===== src/rtl/arb_pkg.sv =====
// arb_pkg: shared types and sizing for the request arbiter.
//   state_t   - arbiter FSM state (IDLE=0, GRANT=1)
//   N_REQ_DEF - default number of request lines
//   id_w()    - grant index width for a given request count
package arb_pkg;
    localparam int N_REQ_DEF = 8;
    typedef enum logic {IDLE = 1'b0, GRANT = 1'b1} state_t;
    function automatic int id_w(input int n);
        return (n > 1) ? $clog2(n) : 1;
    endfunction
endpackage


===== src/rtl/prio_enc.sv =====
// prio_enc: combinational priority encoder, highest set index wins.
//   vec - input bit vector (N wide)
//   idx - index of the highest set bit, 0 when none set
//   any - at least one bit of vec is set
module prio_enc
    import arb_pkg::*;
#(
    parameter int N = N_REQ_DEF,
    parameter int W = id_w(N)
) (
    input  logic [N-1:0] vec,
    output logic [W-1:0] idx,
    output logic         any
);
    // Ascending scan: the last set bit seen is the highest one.
    always_comb begin
        idx = '0;
        any = 1'b0;
        for (int i = 0; i < N; i++) begin
            if (vec[i]) begin
                idx = W'(i);
                any = 1'b1;
            end
        end
    end
endmodule


===== src/rtl/req_arbiter.sv =====
// req_arbiter: captures requests into a pending register and serves them one
// at a time, highest index first, through a held grant with valid/ack.
//   clk         - rising-edge clock
//   rst         - asynchronous active-high reset
//   req         - raw request lines, bit i is request i
//   ack         - consumer accepts the current grant
//   grant_valid - a grant is presented (registered)
//   grant_id    - index of the granted request, frozen while grant_valid=1
//   pending     - current pending register
// Build option: define REQ_EDGE_EN to pend only on rising edges of req
// (adds one cycle of request-to-grant latency).
module req_arbiter
    import arb_pkg::*;
#(
    parameter int N_REQ = N_REQ_DEF,
    parameter int ID_W  = id_w(N_REQ)
) (
    input  logic             clk,
    input  logic             rst,
    input  logic [N_REQ-1:0] req,
    input  logic             ack,
    output logic             grant_valid,
    output logic [ID_W-1:0]  grant_id,
    output logic [N_REQ-1:0] pending
);
    state_t           state;
    logic [N_REQ-1:0] set;
    logic [N_REQ-1:0] clr;
    logic [ID_W-1:0]  enc_idx;
    logic             enc_any;

`ifdef REQ_EDGE_EN
    // req is registered once before edge detection so the rise is judged on
    // two registered samples; this is the extra cycle of latency.
    logic [N_REQ-1:0] req_q;
    logic [N_REQ-1:0] req_d;
    always_ff @(posedge clk or posedge rst) begin
        if (rst) begin
            req_q <= '0;
            req_d <= '0;
        end else begin
            req_q <= req;
            req_d <= req_q;
        end
    end
    assign set = req_q & ~req_d;
`else
    assign set = req;
`endif

    assign clr = (state == GRANT && ack) ? (N_REQ'(1) << grant_id) : '0;

    prio_enc #(.N(N_REQ), .W(ID_W)) u_enc (
        .vec (pending),
        .idx (enc_idx),
        .any (enc_any)
    );

    // Set is OR'ed in after the clear so a same-cycle re-request survives.
    always_ff @(posedge clk or posedge rst) begin
        if (rst) begin
            state       <= IDLE;
            grant_valid <= 1'b0;
            grant_id    <= '0;
            pending     <= '0;
        end else begin
            pending <= (pending & ~clr) | set;
            if (state == IDLE) begin
                if (enc_any) begin
                    grant_id    <= enc_idx;
                    grant_valid <= 1'b1;
                    state       <= GRANT;
                end
            end else if (ack) begin
                grant_valid <= 1'b0;
                state       <= IDLE;
            end
        end
    end
endmodule


===== config.mk =====
export PLATFORM = sky130hd
export DESIGN_NAME = req_arbiter
export DESIGN_NICKNAME = d
export VERILOG_FILES = /design/src/rtl/arb_pkg.sv /design/src/rtl/prio_enc.sv /design/src/rtl/req_arbiter.sv
export SDC_FILE = /design/constraint.sdc
export NUM_CORES = 1
export LEC_CHECK = 0
export CELL_PAD_IN_SITES_DETAIL_PLACEMENT = 1
export CELL_PAD_IN_SITES_GLOBAL_PLACEMENT = 2
export CORE_ASPECT_RATIO = 1.25
export CORE_MARGIN = 5
export CORE_UTILIZATION = 24
export CTS_CLUSTER_DIAMETER = 80
export DETAILED_ROUTE_END_ITERATION = 16
export PLACE_DENSITY_LB_ADDON = 0.15
export SLEW_MARGIN = 0
export SYNTH_ARGS = -nofsm -noshare
export SYNTH_HDL_FRONTEND = slang
export SYNTH_SLANG_ARGS = --single-unit

===== constraint.sdc =====
create_clock -name clk -period 1.54 [get_ports clk]
set_input_delay 0.462 -clock clk [delete_from_list [all_inputs] [get_ports clk]]
set_output_delay 0.462 -clock clk [all_outputs]
set_load 0.05 [all_outputs]

==> impl_metrics.json <==
{
  "r2r-start": "pending[6]",
  "drt-pass1-iter-count": 4,
  "cts_sinks": 13,
  "port_buffers": 22,
  "status": "finished clean",
  "period_share_pct": 93.4,
  "p_total_mw": 1.39,
  "drive_gt1_share_pct": 25.3,
  "ir_drop_v": 0.000613,
  "crit_buf_inv": 1,
  "crit_family": "flip-flops",
  "drt_iter0_drc": 5,
  "core_area_um2": 2400,
  "startpoint_type": "register",
  "crit_required_ns": 1.08,
  "synth_top_family_by_area": "simple AND/OR/NAND/NOR gates",
  "globalRouteMet2Util_pct": 16.2,
  "path_cells": "buf_12",
  "rows": 20,
  "rsz0062_at_grt": "false",
  "setup_viol": 0,
  "switchingPower_mw": 0.565,
  "worst_path_max_delay_cell": "dfrtp_1",
  "ios": 23,
  "clkLatencyLatePin_ns": 0.27,
  "syn_to_final_growth_pct": 71.5,
  "grt_overflow": 0,
  "fmax_mhz": 695,
  "use_met3_pct": 2.49,
  "rr_worst_depth": 4,
  "syn_area_um2": 592,
  "fin_crit_ns": 1.44,
  "wl_um": 1550,
  "ys_ff_latch": 13,
  "grt_max_degree": 14,
  "numCtsBuffers": 3,
  "antenna_found_initial": 0,
  "ys_types": 16,
  "synth_fa_ha_area_share_pct": 0,
  "dieHeight_um": 65.5,
  "synth-xor-area-share_pct": 0,
  "multi_input_area_um2": 251,
  "crit_fanout": 6,
  "syn_area_per_cell_um2": 10.8,
  "utilization_pct": 42.2,
  "cts_resized": 0,
  "r2r-end": "grant_id[0]",
  "cts_setup_buffers": 0,
  "setup_tns_ns": 0,
  "hold_path_class": "in2async",
  "synth.area.mux_share_pct": 0,
  "final_cell_area_um2": 1010,
  "grt_pass1_vias": 560,
  "holdBufCountCts": 0,
  "gp_congestion": 0.723,
  "synth_nets": 66,
  "drt_drc_violations_left": 0,
  "maxCapViolations": 0,
  "seq_area_um2": 325,
  "tightest_slew_ns": 0.310,
  "cts_max_path_buffers": 2,
  "nets": 95,
  "dpl_worst_slack_ns": -0.0451,
  "diodes": 0,
  "powerDensity_nw_per_um2": 1370,
  "top_usage_layer": "met2",
  "drv_slew": 0,
  "yosysWarnings": 0,
  "use_met1_pct": 12.9,
  "slew_headroom_pct": 79.3,
  "num_vias": 528,
  "initial_core_util_pct": 24.6,
  "placed_area_um2": 988,
  "arrival_ns": 0.98,
  "grt_pass1_wl_um": 2640,
  "switching_share_pct": 40.8,
  "track_usage_pct": 10.6,
  "criticalPathCategory": "reg2out",
  "fin_worst_skew_ns": 0.00169,
  "antenna_left": 0,
  "cts_tree": "yes",
  "die_area_um2": 3570,
  "p_int_mw": 0.820,
  "p_leak_nw": 0.433,
  "fin_ws_ns": 0.101,
  "chipWidth_um": 54.4,
  "clk_pin_slew_ns": 0.07,
  "pwr-share-comb_pct": 46.2,
  "viasPerCell": 4.55,
  "nFillCells": 278,
  "wl_per_cell_um": 13.3,
  "r2r_slack_ns": 0.23,
  "critPathMaxStageDelay_ns": 0.53,
  "power_frac_clock_pct": 14.6,
  "synthCells": 55,
  "cts.root.buffer_cell": "clkbuf_4",
  "yosysSeqAreaShare_pct": 55.0,
  "end_kind": "output pin",
  "synthSimpleGateAreaFrac_pct": 23.0,
  "htreeDepth": 1,
  "finalHoldViolations": 0,
  "power_frac_seq_pct": 39.2,
  "synth_compound_area_share_pct": 19.5
}
-- area by class of cell --
cell class	count	share of cell area, %
Multi-Input combinational cell	38	24.8
Sequential cell	13	32.1
Timing Repair Buffer	24	35.0
Clock buffer	4	2.59
Tap cell	33	4.07
Inverter	4	1.48
-- cell usage in the layout, fill, tap and decap left out, drive strengths merged --
master         count
a21oi              4
clkdlybuf4s50     10
o21a               1
nand3b             1
o311ai             1
nand2b            10
buf               14
nand3              1
nand2              1
o31ai              2
inv                4
a31oi              1
nor2               4
dfrtp             13
o21ai              9
nor4               2
clkbuf             4
a21o               1
-- synthesized netlist by cell type --
| master | instances | area [um^2] |
|---|---|---|
| nor2_1 | 4 | 15.0 |
| a21oi_1 | 3 | 15.0 |
| o311ai_1 | 1 | 8.76 |
| dfrtp_1 | 13 | 325 |
| a31oi_1 | 1 | 6.26 |
| a21oi_2 | 1 | 8.76 |
| a21o_2 | 1 | 8.76 |
| nand3_1 | 1 | 5.00 |
| o31ai_1 | 2 | 15.0 |
| o21ai_0 | 9 | 45.0 |
| nand3b_1 | 1 | 7.51 |
| nand2_1 | 1 | 3.75 |
| nor4_4 | 2 | 42.5 |
| o21a_1 | 1 | 7.51 |
| inv_1 | 4 | 15.0 |
| nand2b_1 | 10 | 62.6 |
-- per-stage QoR --
step           cells  hold slack, ns
4_1_cts          116           0.479
3_3_place_gp     112           0.577
5_1_grt          116           0.504
3_5_place_dp     112           0.591
2_1_floorplan     55           0.339
6_report         116           0.483
-- cell families (layout without fill, tap and decap cells) --
logic type,Yosys count,in the layout
compound gates,19,19
flops,13,13
buf+inv,4,32
simple gates,19,19
-- routing by layer --
| metal | routed length [um] | up-vias |
|---|---|---|
| li1 | - | 255 |
| met1 | 645 | 259 |
| met2 | 789 | 12 |
| met3 | 90 | 2 |
| met4 | 21 | 0 |
| met5 | 0 | - |
-- state kept, by name, indices dropped and copies added (netlist names) --
signal,cells
grant_id,3
state,1
pending,8
grant_valid,1
-- worst max path at each step --
| stage | slack, ns | startpoint | cells after the start | end |
|---|---|---|---|---|
| 6_report | 0.10 | pending[6] | 1 | pending[6] |
| 5_1_grt | 0.05 | pending[6] | 1 | pending[6] |
| 4_1_cts | 0.08 | pending[6] | 1 | pending[6] |
| 3_5_place_dp | -0.05 | ack | 4 | pending[4] |
| 3_3_place_gp | -0.09 | ack | 4 | pending[4] |
| 2_1_floorplan | 0.13 | pending[6] | 4 | grant_id[0] |
-- tightest hold or removal path: cells and delay by family --
kind | cells | cell delay [ns]
buf+inv | 3 | 0.64
-- power groups by stage --
stage | Sequential (mW) | Combinational, mW | Clock (mW)
3_5_place_dp | 0.551 | 0.650 | 0
3_3_place_gp | 0.552 | 0.636 | 0
5_1_grt | 0.560 | 0.677 | 0.229
4_1_cts | 0.545 | 0.650 | 0.221
6_report | 0.543 | 0.640 | 0.203
2_1_floorplan | 0.698 | 0.142 | 0
Note: power is estimated with default switching activity, not from simulation.
